### src/rtl/axi4m_rd_arb.sv
// ---------------------------------------------------------------------------
// axi4m_rd_arb
//
// Shares one AXI4 read channel (AR + R) of a DDR controller among up to four
// read requesters.
//   AR path: round-robin grant among eligible requesters. The granted command
//            is registered toward DDR with the requester index placed in
//            m_arid[3:2].
//   R path : combinational routing of returned beats by m_rid[3:2].
//   Per-requester outstanding-burst counters cap each requester at OST_MAX.
//
// Ports
//   clk_sys, rst             clock, synchronous active-high reset
//   s_ar*                    requester AR channels, packed per requester
//   s_r*                     requester R channels (data fanned out, valid routed)
//   m_ar*, m_r*              DDR-side AXI4 read channel
//   reg_arb_en               1 = new grants allowed
//   cnt_reg_clr              clears reg_rsp_err
//   reg_ost_cnt              packed outstanding counters, requester 0 in the LSBs
//   reg_rsp_err              sticky: bad RID index, or burst end with zero outstanding
// ---------------------------------------------------------------------------
module axi4m_rd_arb #(
   parameter int REQ_NUM = 2,
   parameter int OST_MAX = 16,
   parameter int OST_WTH = 5
) (
   input  logic                         clk_sys,
   input  logic                         rst,
   input  logic [2*REQ_NUM-1:0]         s_arid,
   input  logic [64*REQ_NUM-1:0]        s_araddr,
   input  logic [8*REQ_NUM-1:0]         s_arlen,
   input  logic [3*REQ_NUM-1:0]         s_arsize,
   input  logic [REQ_NUM-1:0]           s_arvalid,
   output logic [REQ_NUM-1:0]           s_arready,
   output logic [2*REQ_NUM-1:0]         s_rid,
   output logic [512*REQ_NUM-1:0]       s_rdata,
   output logic [2*REQ_NUM-1:0]         s_rresp,
   output logic [REQ_NUM-1:0]           s_rlast,
   output logic [REQ_NUM-1:0]           s_rvalid,
   input  logic [REQ_NUM-1:0]           s_rready,
   output logic [3:0]                   m_arid,
   output logic [63:0]                  m_araddr,
   output logic [7:0]                   m_arlen,
   output logic [2:0]                   m_arsize,
   output logic                         m_arvalid,
   input  logic                         m_arready,
   input  logic [3:0]                   m_rid,
   input  logic [511:0]                 m_rdata,
   input  logic [1:0]                   m_rresp,
   input  logic                         m_rlast,
   input  logic                         m_rvalid,
   output logic                         m_rready,
   input  logic                         reg_arb_en,
   input  logic                         cnt_reg_clr,
   output logic [OST_WTH*REQ_NUM-1:0]   reg_ost_cnt,
   output logic                         reg_rsp_err
);

   localparam logic [OST_WTH-1:0] OST_LIM = OST_WTH'(OST_MAX);

   logic [OST_WTH-1:0] ost_cnt [REQ_NUM];
   logic [1:0]         rr_ptr;
   logic [REQ_NUM-1:0] elig;
   logic [REQ_NUM-1:0] ar_hs;
   logic [REQ_NUM-1:0] r_match;
   logic [REQ_NUM-1:0] r_done;
   logic [REQ_NUM-1:0] dec_at_zero;
   logic               load;
   logic               found;
   logic               grant;
   logic [1:0]         sel;
   logic               r_idx_ok;
   logic               rsp_err_set;

   // A simultaneous issue and burst completion cancel out. Completion with no
   // outstanding burst leaves the counter at zero and is flagged separately.
   function automatic logic [OST_WTH-1:0] ost_next(input logic [OST_WTH-1:0] cnt,
                                                   input logic inc,
                                                   input logic dec);
      if (inc && !dec) return cnt + OST_WTH'(1);
      if (dec && !inc && cnt != '0) return cnt - OST_WTH'(1);
      return cnt;
   endfunction

   // ---- AR grant (combinational, same cycle as requester handshake) ----
   always_comb begin
      elig = '0;
      for (int k = 0; k < REQ_NUM; k++)
         elig[k] = s_arvalid[k] && (ost_cnt[k] < OST_LIM);
   end

   always_comb begin
      found = 1'b0;
      sel   = 2'd0;
      for (int i = 0; i < REQ_NUM; i++) begin
         if (!found && elig[(int'(rr_ptr) + i) % REQ_NUM]) begin
            found = 1'b1;
            sel   = 2'((int'(rr_ptr) + i) % REQ_NUM);
         end
      end
   end

   // The output register may only load when empty or draining this cycle.
   assign load      = !rst && reg_arb_en && (!m_arvalid || m_arready);
   assign grant     = load && found;
   assign s_arready = grant ? (REQ_NUM'(1) << sel) : '0;
   assign ar_hs     = s_arvalid & s_arready;

   // ---- R routing (combinational, no added latency) ----
   always_comb begin
      r_match  = '0;
      s_rvalid = '0;
      m_rready = 1'b0;
      for (int k = 0; k < REQ_NUM; k++)
         r_match[k] = (m_rid[3:2] == 2'(k));
      if (!rst) begin
         for (int k = 0; k < REQ_NUM; k++) begin
            if (r_match[k]) begin
               s_rvalid[k] = m_rvalid;
               m_rready    = s_rready[k];
            end
         end
         // Beats tagged for a requester that does not exist are swallowed.
         if (!r_idx_ok)
            m_rready = 1'b1;
      end
   end

   assign r_idx_ok = |r_match;
   assign s_rid    = {REQ_NUM{m_rid[1:0]}};
   assign s_rdata  = {REQ_NUM{m_rdata}};
   assign s_rresp  = {REQ_NUM{m_rresp}};
   assign s_rlast  = {REQ_NUM{m_rlast}};

   always_comb begin
      r_done      = '0;
      dec_at_zero = '0;
      reg_ost_cnt = '0;
      for (int k = 0; k < REQ_NUM; k++) begin
         r_done[k]      = m_rvalid && m_rready && m_rlast && r_match[k];
         dec_at_zero[k] = r_done[k] && !ar_hs[k] && (ost_cnt[k] == '0);
         reg_ost_cnt[k*OST_WTH +: OST_WTH] = ost_cnt[k];
      end
   end

   assign rsp_err_set = (m_rvalid && !r_idx_ok) || (|dec_at_zero);

   // ---- AR output register, counters, sticky error ----
   always_ff @(posedge clk_sys) begin
      if (rst) begin
         m_arvalid   <= 1'b0;
         m_arid      <= '0;
         m_araddr    <= '0;
         m_arlen     <= '0;
         m_arsize    <= '0;
         rr_ptr      <= 2'd0;
         reg_rsp_err <= 1'b0;
         for (int k = 0; k < REQ_NUM; k++)
            ost_cnt[k] <= '0;
      end else begin
         if (grant) begin
            m_arvalid <= 1'b1;
            m_arid    <= {sel, s_arid[int'(sel)*2 +: 2]};
            m_araddr  <= s_araddr[int'(sel)*64 +: 64];
            m_arlen   <= s_arlen[int'(sel)*8 +: 8];
            m_arsize  <= s_arsize[int'(sel)*3 +: 3];
            rr_ptr    <= (int'(sel) == REQ_NUM - 1) ? 2'd0 : sel + 2'd1;
         end else if (m_arready) begin
            m_arvalid <= 1'b0;
         end

         for (int k = 0; k < REQ_NUM; k++)
            ost_cnt[k] <= ost_next(ost_cnt[k], ar_hs[k], r_done[k]);

         // A set wins over a clear in the same cycle.
         if (rsp_err_set)
            reg_rsp_err <= 1'b1;
         else if (cnt_reg_clr)
            reg_rsp_err <= 1'b0;
      end
   end

endmodule

### config.mk
export PLATFORM = sky130hd
export DESIGN_NAME = axi4m_rd_arb
export DESIGN_NICKNAME = d
export VERILOG_FILES = /design/src/rtl/axi4m_rd_arb.sv
export SDC_FILE = /design/constraint.sdc
export NUM_CORES = 1
export LEC_CHECK = 0
export ABC_AREA = 1
export BUFFER_PORTS_ARGS = -buffer_cell sky130_fd_sc_hd__buf_2
export CAP_MARGIN = 20
export CORE_AREA = 2 2 706 708
export CTS_BUF_LIST = sky130_fd_sc_hd__clkbuf_8
export DETAILED_ROUTE_END_ITERATION = 16
export DIE_AREA = 0 0 708 710
export SLEW_MARGIN = 15
export SYNTH_ARGS = -nofsm -noshare
export SYNTH_HDL_FRONTEND = slang
export SYNTH_SLANG_ARGS = --single-unit
export TNS_END_PERCENT = 50
### constraint.sdc
create_clock -name clk_sys -period 2.6 [get_ports clk_sys]
set_clock_uncertainty 0.1 [all_clocks]
set_input_delay 0.65 -clock clk_sys [delete_from_list [all_inputs] [get_ports clk_sys]]
set_output_delay 0.65 -clock clk_sys [all_outputs]
set_load 0.02 [all_outputs]
Word level (Yosys, flattened, before mapping) --
Memories as Yosys holds them, arrays and structs flattened. Index checks and enable logic that the tools add are counted.
Storage, ports and cells: input bits 683, register bits after elaboration 82, memories kept 1, RAM bits 10, output and inout port bits 1130
Memories:
- ost_cnt | depth 2, bits a word 5, rd ports 2, clocked after Yosys merged registers in 0, wr ports 2, line 61 | logic [OST_WTH-1:0] ost_cnt [REQ_NUM];
Cells by class: multiplexer cells 47, $add $sub $neg 6, shift operators 5, reduce and logical (&&, ||, !) cells 38, multipliers 1, magnitude comparators 4, bitwise logic cells 4, eq/ne operators 2
Operators with widths (count):
- $shiftx 128x9->64 | 1
- $mux 5 | 12
- $mux 1 | 32
- $logic_and 1x1->1 | 19
- $shiftx 16x6->8 | 1
- $add 5x1->5 const B | 2
- $logic_not 5->1 | 2
- $lt 5x5->1 const B | 2
- $reduce_bool 5->1 | 2
- $sub 5x1->5 const B | 2
- $logic_not 1->1 | 8
- $mux 2 | 3
- $shiftx 6x5->3 | 1
- $mul 2x2->4 const B | 1
- $reduce_bool 2->1 | 2
- $reduce_or 2->1 | 2
- $shiftx 4x4->2 | 1
- $lt 2x3->1 const B | 1
- $add 1x1->1 const B | 2
- $and 2x2->2 | 1
- $eq 2x1->1 const B | 1
- $eq 2x2->1 const B | 1
- $logic_not 2->1 | 1
- $logic_or 1x1->1 | 2
- other kinds (4) | 5

Longest topological paths before layout --
Gate-level depths: netlist (run 1). An unclocked memory read counts as a cell.
depth in word-level cells 22, gate-level depth with buffers 16, mapped depth without buffers 16

Worst setup path before layout (run 1) --
OpenSTA, ideal clock, no wires.
path kind input to register, start in rst, end mem ost_cnt[1][4] (netlist: ost_cnt[0][9]), buffers on the path 1, stages 15, arrival time 2.370 ns, path slack 0.015 ns, required time 2.385 ns, cell sequence buf_2 > inv_4 > nand2_2 > nor2_4 > nand2_4 > nor2_8 > nand2_1 > fa_1 > nand2_1 > nand2_1 > a21oi_1 > nand3b_1 > nand3_1 > nand2_1 > nor2_1
RTL lines:
- start: declaration | line 28 | input logic rst,
- end: declaration | line 61

Worst setup path after layout (run 1) --
start in rst, end out s_rvalid[0]
Between the ends: word-level cells in the longest chain between the ends 1
Ends and longest elaborated chain:
- $mux 2 | line 116 | if (!rst) begin
- end: declaration | line 39 | output logic [REQ_NUM-1:0] s_rvalid,
Every way passes these cells.

==> results of run 1 <==
-- worst paths after layout --
kind                                                  from                          to  slack [ns]  cells past startpoint
worst max-delay path                                   rst                 s_rvalid[0]        0.05                      4
worst min-delay path                          s_araddr[15]   m_araddr[15]$_SDFFE_PP0N_        0.16                      3
worst max register to register  ost_cnt[0][4]$_SDFFE_PP0P_  ost_cnt[0][9]$_SDFFE_PP0P_        0.27                     15
worst min register to register      rr_ptr[0]$_SDFFE_PP0N_      rr_ptr[0]$_SDFFE_PP0N_        0.37                      2
-- per-layer routing --
layer	track usage [%]	share of wire (%)
met4	3.472	3.1
met5	1.409	0.34
met3	25.15	39
met1	5.375	14
met2	21.27	44
-- final cells by class --
class                   instances  area (um^2)  share of cell area [%]
diodes                         16        40.04                  0.2831
repair buffers                299         1763                   12.46
inverters                      22        92.59                  0.6546
multi-input cells             415         2018                   14.27
clock inverters                 3        43.79                  0.3096
well taps                    6525         8164                   57.72
flip-flops and latches         91         1829                   12.93
clock buffers                  14        192.7                   1.362
-- metrics by stage --
step	setup WS, ns	instances	power (W)	util (%)
after global routing	0.01066	7377	0.004355	2.850
after CTS	-0.05642	7369	0.004310	2.846
after detailed placement	-0.2149	7352	0.002629	2.786
final	0.05440	7385	0.004092	2.854
after global placement	-0.1765	7352	0.002620	2.786
after floorplan	0.01468	1597	0.004217	-
-- power by group --
group          switching [W]  internal (W)  total [W]
clock               0.000930      0.000600    0.00153
combinational       0.000716      0.000303    0.00102
sequential         0.0000708       0.00147    0.00154
-- cell usage after synthesis (2+ instances only) --
master,instances,share of area (%)
sky130_fd_sc_hd__nand2_1,261,8.3
sky130_fd_sc_hd__a21oi_1,8,0.34
sky130_fd_sc_hd__nor3_1,2,0.085
sky130_fd_sc_hd__inv_2,3,0.095
sky130_fd_sc_hd__ha_1,6,0.64
sky130_fd_sc_hd__o21bai_1,5,0.32
sky130_fd_sc_hd__nor4_1,2,0.11
sky130_fd_sc_hd__clkbuf_1,16,0.51
sky130_fd_sc_hd__dfxtp_1,91,15
sky130_fd_sc_hd__buf_4,1035,66
sky130_fd_sc_hd__a31oi_1,78,4.1
sky130_fd_sc_hd__nand4_1,2,0.11
sky130_fd_sc_hd__o21ai_0,3,0.13
sky130_fd_sc_hd__fa_1,2,0.34
sky130_fd_sc_hd__nand3_1,11,0.47
sky130_fd_sc_hd__nand3b_1,2,0.13
sky130_fd_sc_hd__buf_2,14,0.59
sky130_fd_sc_hd__nor2_1,19,0.60
sky130_fd_sc_hd__buf_6,3,0.29
sky130_fd_sc_hd__xor2_1,3,0.22
sky130_fd_sc_hd__inv_1,18,0.57
sky130_fd_sc_hd__nand2_2,4,0.21
-- flip-flops by register name, summed over array words and instances (netlist names) --
| name | flops |
|---|---|
| m_arsize | 3 |
| m_arid | 3 |
| m_arvalid | 1 |
| rr_ptr | 1 |
| reg_rsp_err | 1 |
| m_araddr | 64 |
| m_arlen | 8 |
| ost_cnt | 10 |
-- kinds of logic after synthesis --
| kind of cell | after synthesis | share of synthesized area [%] |
|---|---|---|
| other | 1 | 0.03173 |
| adder cells (fa/ha/maj) | 8 | 0.9741 |
| flip-flops | 91 | 15.42 |
| XOR/XNOR | 4 | 0.2965 |
| AO/OA/AOI/OAI | 95 | 4.987 |
| AND/OR/NAND/NOR | 307 | 10.41 |
| buffers and inverters | 1091 | 67.89 |
-- worst max-delay path: cells and delay by family --
kind / cells / cell delay, ns
buffers and inverters: 3 / 0.59
AND/OR/NAND/NOR: 1 / 0.49
-- timing repair --
action,4_1_cts,5_1_grt
endpoints found under the setup margin,5,1
setup buffers,1,1
hold endpoints to repair,0,0
pin swaps,1,4
gates resized for setup,18,6
==> impl_summary.log, run 1 <==
[metrics] die width: approximately 710 um
[metrics] Max Freq: roughly 400 MHz
[metrics] Max Root-Sink Buffers: 3
[metrics] port buffer count: between 200 and 300
[metrics] summed area of non-filler cells in the final layout: approximately 0.014 mm^2
[metrics] number of inserted filler cells in the final layout: between 50000 and 60000
[metrics] initial cell density of the core: 2.385%
[metrics] post-synthesis sequential element count: 91
[metrics] worst relative slew slack: roughly 50%
[metrics] first-pass GRT wire length: about 380000 um
[metrics] number of DRC violations after detailed routing: 0
[metrics] final hold slack: 0.1606 ns
[metrics] clock sink total: between 90 and 100
[metrics] Crit path largest cell delay: 0.49 ns
[metrics] leakage component of the power: around 2.9 nW
[metrics] cells along the critical path: buf_6 -> buf_4 -> nor4_1 -> buf_12
[metrics] nature of the critical path startpoint: input pin
[metrics] critical path fanouts, max: 12
[metrics] leading cell type in the layout, fill and taps excluded: sky130_fd_sc_hd__nand2_1
[metrics] Req. time, crit path: approximately 1.9 ns
[metrics] total setup violations reported at the end of the flow: 0
[metrics] area of the die: slightly above 0.5 mm^2
[metrics] fin crit period: 2.546 ns
[metrics] post-synthesis cell count: around 1600
[metrics] y dimension of the die: about 710 um
[metrics] Congestion Overflow GR: 0
[metrics] layout cell share with drive strength beyond 1: between 40% and 50%
[metrics] Max H-tree Level: 3
[metrics] DRT Pass-1 Iters: 5
[metrics] area growth from synthesis to final layout: 19.68%
[metrics] worst ir drop on vdd: approximately 0.00022 V
[metrics] status: finished clean
[metrics] power density of the placed cells: 289.4 mW/mm^2
[metrics] final cycle utilization of the critical path: a little over nine tenths
[metrics] Hold Vio Cnt, Final: 0
[metrics] clock latency of the later-clocked register in the worst-skew pair: around 0.60 ns
[metrics] routed vias: about 8600
[metrics] clock transition time at the flip-flop clock pins of the worst setup and hold paths: 0.17 ns
[metrics] HPWL after detailed placement: approximately 340000 um
[metrics] endpoint arrival time on the critical path: 1.80 ns
[metrics] Final Max Tran Viols: 0
[metrics] maximum number of pins on one net before global-route repair: 57
[metrics] number of distinct library cells after synthesis: 31
[metrics] number of global-route vias before repair: about 7300
[metrics] global placement routability congestion: approximately 0.68
[metrics] count of nets after finishing: about 1500
[metrics] Setup TNS Final: 0 ns
[metrics] most frequent cells in the layout: sky130_fd_sc_hd__nand2_1, sky130_fd_sc_hd__buf_2, sky130_fd_sc_hd__dfxtp_1
[metrics] highest-delay cell along the critical path: sky130_fd_sc_hd__nor4_1
[metrics] initial antenna violation count: 66
[metrics] Top FF cell, synth: sky130_fd_sc_hd__dfxtp_1
[metrics] TritonCTS clock tree: yes
[metrics] number of buffers created by CTS: 13
[metrics] GRT Total Usage: between 10 and 15%
[metrics] number of enable-type register cells in the synthesized netlist: 0
[metrics] root buffer cell: sky130_fd_sc_hd__clkbuf_8
[metrics] first-iteration detailed-routing DRC count: about 960
[metrics] Routed Antenna Nets: 0
[metrics] wire length per cell: around 48 um
[metrics] detailed-route vias per instance: between 1 and 1.5
[metrics] overall routed net length: between 300000 and 400000 um
[metrics] ys async rst share: 0%
[metrics] std cell rows: ~260
[metrics] type of the worst setup path: input pin to output pin
[metrics] combined area of all synthesized cells: 0.01182 mm^2
[metrics] cts hold-fix bufs: 0
[metrics] class of the most critical hold timing path: input pin to register
[metrics] I/O pins: between 1500 and 2000
[metrics] syn nets: 2288
[metrics] total core area: approximately 0.50 mm^2
[metrics] # Max-Cap Violations: 0
[metrics] type of element capturing the critical path: output pin
[metrics] transition time at the pin with the least slew margin: 0.7272 ns
[metrics] setup repair after global routing missed its margin: false
[metrics] number of warnings reported in the yosys synthesis log: 0
[metrics] Cell Area, Placed: ~0.014 mm^2
[metrics] sequential share of the synthesized area: 15.42%
[metrics] synthesized area per cell: 7.400 um^2
No activity file was read; power rests on OpenSTA's default activity.
==> run 2: changes to the inputs <==
--- a/config.mk
+++ b/config.mk
@@ -7,11 +7,11 @@
 export LEC_CHECK = 0
 export ABC_AREA = 1
 export BUFFER_PORTS_ARGS = -buffer_cell sky130_fd_sc_hd__buf_2
-export CAP_MARGIN = 20
 export CORE_AREA = 2 2 706 708
 export CTS_BUF_LIST = sky130_fd_sc_hd__clkbuf_8
 export DETAILED_ROUTE_END_ITERATION = 16
 export DIE_AREA = 0 0 708 710
+export GPL_TIMING_DRIVEN = 0
 export SLEW_MARGIN = 15
 export SYNTH_ARGS = -nofsm -noshare
 export SYNTH_HDL_FRONTEND = slang
==> constraint.sdc (replaced) <==
create_clock -name clk_sys -period 2.31 [get_ports clk_sys]
set_clock_uncertainty 0.1 [all_clocks]
set_input_delay 0.5775 -clock clk_sys [delete_from_list [all_inputs] [get_ports clk_sys]]
set_output_delay 0.5775 -clock clk_sys [all_outputs]
set_load 0.02 [all_outputs]
==> run 2 against run 1 <==
Against the previous run: the flow now finishes with violations (negative setup slack); flip-flop and latch count unchanged; non-clock buffer count up 2159; global-route usage increased by 0.11 points; final area grew 100%; core utilization rose by 2.9 points; clock power up 7%; via count rose by 110%; worst hold slack worse by 0.037 ns; die area unchanged; sequential share of layout area fell by 6.4 points; register-to-register slack got worse by 0.37 ns; critical endpoint is now s_arready[0].
==> impl_summary.log, run 2 (synthesis gave the netlist of run 1 again) <==
[metrics] initial antenna violation count: 189 (+190%)
[metrics] type of the worst setup path: register to output pin
[metrics] wire length per cell: 37.79 um (-22%)
[metrics] Max H-tree Level: 3 (unchanged)
[metrics] overall routed net length: 363300 um (+1.7%)
[metrics] layout cell share with drive strength beyond 1: 81.85% (+42 points)
[metrics] total core area: 0.4955 mm^2 (unchanged)
[metrics] met1 global-route usage: 12.59% (+7.2 points)
[metrics] global placement routability congestion: 1.432 (+110%)
[metrics] area of the die: 0.5027 mm^2 (unchanged)
[metrics] first-iteration detailed-routing DRC count: 1662 (+73%)
[metrics] port buffer count: 1294 (+390%)
[metrics] number of inserted filler cells in the final layout: 58700 (-0.59%)
[metrics] Crit path largest cell delay: 0.35 ns (-0.14 ns)
[metrics] reg2reg path depth: 15 (unchanged)
[metrics] nature of the critical path startpoint: register
[metrics] root buffer cell: sky130_fd_sc_hd__clkbuf_8
[metrics] launch point of the worst reg-to-reg path: m_arvalid$_SDFFE_PP0P_
[metrics] busiest grt layer: met2
[metrics] Worst R2R Setup Slack: -0.10 ns (-0.37 ns)
[metrics] critical path fanouts, max: 3 (-9)
[metrics] type of element capturing the critical path: output pin
[metrics] top register by number of flip-flops: m_araddr
[metrics] hold endpoint: m_arlen[7]$_SDFFE_PP0N_
[metrics] power density of the placed cells: 359.0 mW/mm^2 (+24%)
[metrics] Hold Vio Cnt, Final: 0 (unchanged)
[metrics] most frequent cells in the layout: sky130_fd_sc_hd__buf_2, sky130_fd_sc_hd__buf_4, sky130_fd_sc_hd__nand2_1
[metrics] number of buffers created by CTS: 13 (unchanged)
[metrics] area growth from synthesis to final layout: 139.7%
[metrics] final hold slack: 0.1234 ns (-0.03719 ns)
[metrics] start point of the worst hold path: s_arlen[15]
[metrics] HPWL after detailed placement: 347600 um (+1.4%)
[metrics] Routed Antenna Nets: 0 (unchanged)
[metrics] detailed-route vias per instance: 1.866 (+61%)
[metrics] fin crit period: between 2 and 2.5 ns
[metrics] y dimension of the die: 710 um (unchanged)
[metrics] maximum number of pins on one net before global-route repair: 19 (-67%)
[metrics] min setup slack post-route: -0.1814 ns (-0.2358 ns)
[metrics] endpoint arrival time on the critical path: 1.81 ns (about the same)
[metrics] global routing usage on met2: 21.23% (-0.033 points)
[metrics] highest-delay cell along the critical path: sky130_fd_sc_hd__dfxtp_2
[metrics] Worst R2R End: ost_cnt[0][4]$_SDFFE_PP0P_
[metrics] DRT Pass-1 Iters: 8 (+3)
[metrics] clock latency of the later-clocked register in the worst-skew pair: 0.62 ns (+0.02 ns)
[metrics] leakage component of the power: 12.39 nW (+330%)
[metrics] final cycle utilization of the critical path: 107.9%
[metrics] Max Root-Sink Buffers: 3 (unchanged)
[metrics] total setup violations reported at the end of the flow: 3 (+3)
[metrics] status: finished, violations left
[metrics] routed vias: 17940 (+110%)
[metrics] Congestion Overflow GR: 0 (unchanged)
[metrics] count of nets after finishing: 3692 (+140%)
[metrics] GRT Total Usage: 13.76% (+0.11 points)
[metrics] cells along the critical path: inv_2 -> nor2_2 -> nor2_4 -> nand3_4 -> inv_16 -> buf_16 -> buf_12
[metrics] clock sink total: 91 (unchanged)
[metrics] biggest regs: m_araddr (64), ost_cnt (10), m_arlen (8)
[metrics] std cell rows: 259 (unchanged)
[metrics] TritonCTS clock tree: yes
[metrics] flip-flop count of the largest register, all copies and words added: 64 (unchanged)
[metrics] class of the most critical hold timing path: input pin to register
[metrics] setup repair after global routing missed its margin: true
[metrics] worst ir drop on vdd: 0.0002670 V (+23%)
[metrics] number of global-route vias before repair: 15100 (+110%)
[metrics] worst relative slew slack: 31.46% (-20 points)
[metrics] met3 track demand over resource in global routing: 13.15% (-12 points)
[metrics] leading cell type in the layout, fill and taps excluded: sky130_fd_sc_hd__buf_2
[metrics] I/O pins: 1813 (unchanged)
[metrics] initial cell density of the core: 2.385% (unchanged)
[metrics] violated checks: negative setup slack
[metrics] number of DRC violations after detailed routing: 0 (unchanged)
[metrics] number of cells on the worst hold path: 3 (unchanged)
[metrics] summed area of non-filler cells in the final layout: 0.02833 mm^2 (+100%)
[metrics] clock transition time at the flip-flop clock pins of the worst setup and hold paths: 0.13 ns (-0.04 ns)
[metrics] Cell Area, Placed: 0.02661 mm^2 (+93%)
[metrics] Req. time, crit path: 1.63 ns (-0.22 ns)
[metrics] transition time at the pin with the least slew margin: 1.028 ns (+0.3009 ns)
[metrics] Max Freq: 401.4 MHz
[metrics] Final Max Tran Viols: 0 (unchanged)
[metrics] # Max-Cap Violations: 0 (unchanged)
[metrics] die width: 708 um (unchanged)
[metrics] first-pass GRT wire length: 391300 um (+4.2%)
==> run 2: layout make-up <==
| class | instances | area, um^2 | share of cell area (%) |
|---|---|---|---|
| clock inverter | 1 | 7.507 | 0.02650 |
| timing repair buffer | 1389 | 7543 | 26.63 |
| buffer | 1069 | 8039 | 28.38 |
| tap | 6525 | 8164 | 28.82 |
| sequential | 91 | 1839 | 6.493 |
| inverter | 22 | 106.4 | 0.3754 |
| antenna | 86 | 215.2 | 0.7597 |
| clock buffer | 15 | 206.4 | 0.7288 |
| multi-input combinational | 415 | 2207 | 7.791 |
==> run 2: critical path: cells and delay by family (launching register included) <==
kind | cells | cell delay [ns]
buffers and inverters | 4 | 0.40
and+or+nand+nor | 3 | 0.43
DFF | 1 | 0.35
==> run 2: how the worst max path moves through the flow <==
stage | start | endpoint | slack, ns | cells past startpoint
floorplan | rst | ost_cnt[0][9]$_SDFFE_PP0P_ | -0.05 | 15
global placement | rst | m_araddr[20]$_SDFFE_PP0N_ | -1.65 | 4
detailed placement | rst | s_arready[1] | -1.30 | 8
CTS | rr_ptr[0]$_SDFFE_PP0N_ | s_arready[0] | -0.32 | 6
global route | ost_cnt[0][4]$_SDFFE_PP0P_ | s_arready[0] | -0.35 | 7
finish | m_arvalid$_SDFFE_PP0P_ | s_arready[0] | -0.18 | 7
==> run 2: power breakdown <==
group	internal, W	switching [W]	leakage (nW)	total [W]
clock	0.000590	0.00104	0.109	0.00163
sequential	0.00166	0.0000824	0.747	0.00174
combinational	0.00218	0.00462	11.5	0.00680
==> run 2: per-layer routing <==
metal | vias to the layer above | wire length, um
met5 | - | 1583
met4 | 110 | 15170
met3 | 564 | 77540
met2 | 1970 | 158100
met1 | 8453 | 110900
li1 | 6844 | -
==> run 2: what timing repair did <==
action                                  in CTS  in global routing
endpoints found under the setup margin     109                 20
buffers inserted                            11                  9
endpoints found under the hold margin       50                  0
pin swaps                                    8                  7
hold buffers                                71                  0
resized for setup                           86                 30
==> run 2: metrics by stage <==
step | power (W) | std cells | worst slack [ns] | setup TNS [ns] | utilization (%)
final | 0.01017 | 9613 | -0.1814 | -0.4297 | 5.717
after global routing | 0.01069 | 9565 | -0.3497 | -1.316 | 5.693
after CTS | 0.01044 | 9518 | -0.3169 | -0.6959 | 5.628
after detailed placement | 0.008421 | 9420 | -1.301 | -72.21 | 5.370
after global placement | 0.008374 | 9416 | -1.653 | -88.43 | 5.349
after floorplan | 0.004755 | 1597 | -0.05023 | -0.05882 | -
